## config.mk

```make
export PLATFORM = sky130hd
export DESIGN_NAME = spi_led_top
export DESIGN_NICKNAME = d
export VERILOG_FILES = /design/src/rtl/spi_led_top.sv
export SDC_FILE = /design/constraint.sdc
export NUM_CORES = 1
export LEC_CHECK = 0
export CORE_MARGIN = 10
export CORE_UTILIZATION = 30
export DETAILED_ROUTE_END_ITERATION = 12
export PLACE_DENSITY_LB_ADDON = 0.08
export SYNTH_ARGS = -nofsm -noshare
export SYNTH_HDL_FRONTEND = slang
export SYNTH_SLANG_ARGS = --single-unit
```

## constraint.sdc

```tcl
create_clock -name sysclk -period 2.4 [get_ports sysclk]
set_clock_uncertainty 0.1 [all_clocks]
set_input_delay 0.24 -clock sysclk [delete_from_list [all_inputs] [get_ports sysclk]]
set_output_delay 0.24 -clock sysclk [all_outputs]
set_load 0.1 [all_outputs]
```

## src/rtl/spi_led_top.sv

```systemverilog
// SPI slave LED controller: 24-bit command frames set per-LED brightness registers,
// which drive one PWM output per LED. SPI inputs are synchronised into sysclk.
module spi_led_top #(
  parameter int unsigned NUM_LEDS    = 8,
  parameter int unsigned FRAME_WIDTH = 24,
  parameter int unsigned PWM_BITS    = 7,
  parameter int unsigned SYNC_STAGES = 2,
  parameter logic [7:0]  CMD_NOP     = 8'h00,
  parameter logic [7:0]  CMD_LED_SET = 8'h01
) (
  input  logic sysclk,
  input  logic rst_n,
  input  logic sclk,
  input  logic cs,
  input  logic mosi,
  output logic miso,
  output logic led1,
  output logic led2,
  output logic led3,
  output logic led4,
  output logic led5,
  output logic led6,
  output logic led7,
  output logic led8
);

  localparam int unsigned CntW   = $clog2(FRAME_WIDTH + 1);
  localparam int unsigned AddrW  = $clog2(NUM_LEDS);
  localparam int unsigned PwmTop = (2 ** PWM_BITS) - 2;

  // Synchronisers plus one delayed copy for edge detection
  logic [SYNC_STAGES-1:0] sclk_sync_q, sclk_sync_d;
  logic [SYNC_STAGES-1:0] cs_sync_q, cs_sync_d;
  logic [SYNC_STAGES-1:0] mosi_sync_q, mosi_sync_d;
  logic                   sclk_dly_q, cs_dly_q;

  logic sclk_s, cs_s, mosi_s;
  logic sclk_rise, sclk_fall, cs_fall;

  logic [FRAME_WIDTH-1:0] shift_q, shift_d;
  logic [FRAME_WIDTH-1:0] frame_q, frame_d;
  logic [FRAME_WIDTH-1:0] tx_q, tx_d;
  logic [CntW-1:0]        bit_cnt_q, bit_cnt_d;
  logic                   rx_dv_q, rx_dv_d;
  logic                   miso_q, miso_d;

  logic [NUM_LEDS-1:0][PWM_BITS-1:0] bright_q, bright_d;
  logic [PWM_BITS-1:0]               pwm_cnt_q, pwm_cnt_d;
  logic [NUM_LEDS-1:0]               led_q, led_d;

  logic [7:0] cmd, addr;

  assign sclk_s = sclk_sync_q[SYNC_STAGES-1];
  assign cs_s   = cs_sync_q[SYNC_STAGES-1];
  assign mosi_s = mosi_sync_q[SYNC_STAGES-1];

  assign sclk_rise = sclk_s & ~sclk_dly_q;
  assign sclk_fall = ~sclk_s & sclk_dly_q;
  assign cs_fall   = ~cs_s & cs_dly_q;

  assign cmd  = frame_q[FRAME_WIDTH-1 -: 8];
  assign addr = frame_q[FRAME_WIDTH-9 -: 8];

  always_comb begin
    sclk_sync_d = {sclk_sync_q[SYNC_STAGES-2:0], sclk};
    cs_sync_d   = {cs_sync_q[SYNC_STAGES-2:0], cs};
    mosi_sync_d = {mosi_sync_q[SYNC_STAGES-2:0], mosi};
  end

  // Receive path. Holding the counter clear while cs is high also covers the cs falling edge.
  always_comb begin
    shift_d   = shift_q;
    bit_cnt_d = bit_cnt_q;
    frame_d   = frame_q;
    rx_dv_d   = 1'b0;
    if (cs_s || cs_fall) begin
      bit_cnt_d = '0;
    end else if (sclk_rise && (bit_cnt_q < CntW'(FRAME_WIDTH))) begin
      shift_d   = {shift_q[FRAME_WIDTH-2:0], mosi_s};
      bit_cnt_d = bit_cnt_q + 1'b1;
      if (bit_cnt_q == CntW'(FRAME_WIDTH - 1)) begin
        frame_d = shift_d;
        rx_dv_d = 1'b1;
      end
    end
  end

  // Transmit path echoes the last complete frame; miso is registered from the next tx state
  // so the MSB appears as soon as the load happens.
  always_comb begin
    tx_d = tx_q;
    if (cs_fall) begin
      tx_d = frame_q;
    end else if (!cs_s && sclk_fall) begin
      tx_d = {tx_q[FRAME_WIDTH-2:0], 1'b0};
    end
    miso_d = ~cs_s & tx_d[FRAME_WIDTH-1];
  end

  always_comb begin
    bright_d = bright_q;
    if (rx_dv_q && (cmd == CMD_LED_SET) && (32'(addr) < NUM_LEDS)) begin
      bright_d[addr[AddrW-1:0]] = frame_q[PWM_BITS-1:0];
    end
  end

  always_comb begin
    pwm_cnt_d = (pwm_cnt_q == PWM_BITS'(PwmTop)) ? '0 : pwm_cnt_q + 1'b1;
    for (int i = 0; i < NUM_LEDS; i++) begin
      led_d[i] = pwm_cnt_q < bright_q[i];
    end
  end

  always_ff @(posedge sysclk or negedge rst_n) begin
    if (!rst_n) begin
      sclk_sync_q <= '0;
      cs_sync_q   <= '1;
      mosi_sync_q <= '0;
      sclk_dly_q  <= 1'b0;
      cs_dly_q    <= 1'b1;
      shift_q     <= '0;
      frame_q     <= '0;
      tx_q        <= '0;
      bit_cnt_q   <= '0;
      rx_dv_q     <= 1'b0;
      miso_q      <= 1'b0;
      bright_q    <= '0;
      pwm_cnt_q   <= '0;
      led_q       <= '0;
    end else begin
      sclk_sync_q <= sclk_sync_d;
      cs_sync_q   <= cs_sync_d;
      mosi_sync_q <= mosi_sync_d;
      sclk_dly_q  <= sclk_s;
      cs_dly_q    <= cs_s;
      shift_q     <= shift_d;
      frame_q     <= frame_d;
      tx_q        <= tx_d;
      bit_cnt_q   <= bit_cnt_d;
      rx_dv_q     <= rx_dv_d;
      miso_q      <= miso_d;
      bright_q    <= bright_d;
      pwm_cnt_q   <= pwm_cnt_d;
      led_q       <= led_d;
    end
  end

  assign miso = miso_q;
  assign led1 = led_q[0];
  assign led2 = led_q[1];
  assign led3 = led_q[2];
  assign led4 = led_q[3];
  assign led5 = led_q[4];
  assign led6 = led_q[5];
  assign led7 = led_q[6];
  assign led8 = led_q[7];

endmodule

```

==> impl_metrics.yaml <==
placed_design:
  dp.cells: 887
  numPortBuffers: 13
  dp_hpwl_mm: 9.738
  gp_congestion: 0.7280
clock_tree:
  cts_root_buf: "clkbuf_16"
  path_clk_slew_ns: 0.06
  post_cts_buffers: 0
  clkSinkCount: 157
  clk_latency_ns: 0.43
  htreeDepth: 4
  tritoncts: "yes"
  cts_buffer_depth: 2
  cts_buffers: 17
global_route:
  grt_pass1_vias: 4490
  grt_max_degree: 55
  grt.total_usage_pct: 10.37
  gr-total-overflow: 0
  grt_pass1_wl_mm: 24.90
  antenna_found_initial: 0
floorplanning:
  dieArea_um2: 30880
  start_util_pct: 30.72
  coreArea_um2: 23680
  pin_count: 14
  core.rowCount: 56
  die_y_um: 175.7
  die_x_um: 175.7
critical_path:
  slowest_delay_ns: 0.71
  worstPathRequired_ns: 2.61
  cp_top_family: "simple AND/OR/NAND/NOR gates"
  cp.arrival_ns: 2.40
  regToRegEndpoint: "frame_q[10]$_DFFE_PN0P_"
  r2r_cells: 4
  crit_type: "reg -> reg"
  cp_max_fo: 25
  critPathCaptureType: "flop"
  path_cells: "or2_1 -> nand3b_4 -> or4_4 -> mux2_4"
  cp_slowest_cell: "or4_4"
  start_kind: "flop"
  r2r_start: "cs_sync_q[1]$_DFF_PN1_"
  r2r_slack_ns: 0.21
  crit_buf_inv: 0
layout:
  utilization_pct: 35.65
  synthToLayoutAreaGrowth_pct: 16.06
  num-nets-final: 644
  drive_gt1_share_pct: 27.95
  diodes: 0
  stdcell_count: 920
hold_path:
  hold_path.class: "in -> reg"
  min_path_cells: 1
  holdPathEnd: "cs_sync_q[0]$_DFF_PN1_"
  hold_start: "cs"
synthesis:
  syn-num-nets: 618
  yosysTopAreaCell: "dfrtp_1"
  synth_seq_cells: 157
  synth_area_per_cell_um2: 12.94
  ys_top_cells_by_area: "dfrtp_1, mux2_2, ha_1, mux2_4, inv_1"
  synth_most_common_cell: "dfrtp_1"
  synth.distinct_cells: 38
  ys.flop_type: "dfrtp_1"
  syn_inst: 562
  synth_edf_count: 0
  synth_common_cells: "dfrtp_1, mux2_2, inv_1"
  syn-cell-area_um2: 7274
  seq_area_frac_synth_pct: 54.06
  async_reset_ff_share_pct: 100.0
  yosysWarnings: 0
  synth_top_area_share_pct: 52.98
detailed_routing:
  wl_per_cell_um: 16.39
  viasPerCell: 4.624
  drt-initial-drc-count: 334
  dr.pass1.iters: 5
  drt-total-wl_mm: 15.08
  vias: 4254
  ant_nets: 0
  drc: 0
flow_run:
  drv_cap: 0
power:
  cellLeakagePower_nw: 4.193
  power.density_nw_per_um2: 676.1
  vdd_drop_max_uv: 397.2
sta:
  setup_violations: 0
  post-route-period-util_pct: 91.31
  fmax_ghz: 0.4563
  maxSlewHeadroom_pct: 54.68
  tightestPinTransition_ns: 0.6797
  hold_viol_final: 0
  finalCriticalPeriod_ns: 2.191
  rsz0062_at_grt: "no"
  setup_tns_ns: 0
  maxSlewViolCount: 0
status:
  run_status: "complete, no violations"
worst max-delay path by stage:
stage                            startpoint                        to  slack, ns  cells after the start
finish               cs_sync_q[1]$_DFF_PN1_   frame_q[10]$_DFFE_PN0P_       0.21                      4
global route        frame_q[18]$_DFFE_PN0P_  bright_q[10]$_DFFE_PN0P_       0.13                      4
CTS                 frame_q[18]$_DFFE_PN0P_  bright_q[10]$_DFFE_PN0P_       0.15                      4
detailed placement  frame_q[11]$_DFFE_PN0P_  bright_q[10]$_DFFE_PN0P_       0.17                      4
global placement    frame_q[23]$_DFFE_PN0P_  bright_q[13]$_DFFE_PN0P_       0.21                      4
floorplan                cs_dly_q$_DFF_PN1_   frame_q[14]$_DFFE_PN0P_       0.25                      7
report_power, final:
part | switching, mW | internal, mW
logic | 0.0894 | 0.0529
clock network | 1.10 | 1.74
registers | 0.0322 | 2.69
registers in the layout, summed over array words and instances (netlist names):
name / count
bright_q: 56
frame_q: 24
tx_q: 24
shift_q: 23
led_q: 8
pwm_cnt_q: 7
bit_cnt_q: 5
cs_sync_q: 2
mosi_sync_q: 2
sclk_sync_q: 2
cs_dly_q: 1
miso: 1
rx_dv_q: 1
sclk_dly_q: 1
worst reg2reg max path, cell delays in order (launching register included):
cell      delay (ns)
dfstp_2         0.39
or2_1           0.29
nand3b_4        0.18
or4_4           0.71
mux2_4          0.41
cells in the final DEF, fill, tap and decap left out, types with 4 or more instances in the layout:
cell and instances:
clkbuf_16 17, mux2_2 84, xor2_1 4, nand3_1 4, a21oi_1 17, o21ai_0 4
inv_1 73, o211a_1 8, nand4_1 19, bufinv_16 4, and3_1 4, a21o_1 16
mux2_4 19, nor2_1 17, a222oi_1 22, nand2_1 7, ha_1 51, nand2b_1 11
buf_4 23, dfrtp_1 154
logic make-up after synthesis:
group	after synthesis	synth area share, %
mux	105	17.20
compound gates	67	7.224
xor+xnor	7	0.8428
flops	157	54.06
simple gates	79	6.364
buf+inv	96	5.538
fa+ha+maj	51	8.772
stage by stage:
step                      instance area, µm²  worst slack [ns]  power (mW)  hold slack, ns
after CTS                               8431            0.1545       5.821         0.08712
after floorplan                         7274            0.2514       2.818         -0.1556
after global routing                    8443            0.1292       5.957          0.1050
after global placement                  7799            0.2107       2.916          0.1474
after detailed placement                7799            0.1697       2.919          0.1518
final                                   8443            0.2085       5.709          0.1162
area by class of cell:
type,count,area [µm²]
flip-flops and latches,157,3933
fillers,2329,15240
well taps,319,399.1
multi-input cells,309,2952
clock inverters,14,192.7
clock buffers,18,429.2
repair buffers,30,264.0
inverters,73,274.0
repair_timing:
| item | CTS | global route |
|---|---|---|
| hold buffers | 1 | 0 |
| gates resized for setup | 0 | 2 |
| hold endpoints to repair | 51 | 0 |
| setup endpoints to repair | 0 | 5 |
routing by layer:
metal / GRT usage [%] / vias to the layer above / wire [µm]
met5: 0 / - / 0
met2: 17.71 / 53 / 7617
met3: 2.809 / 11 / 519
met1: 12.30 / 2147 / 6741
li1: - / 2043 / -
met4: 3.497 / 0 / 197
Note: power is estimated with default switching activity, not from simulation.
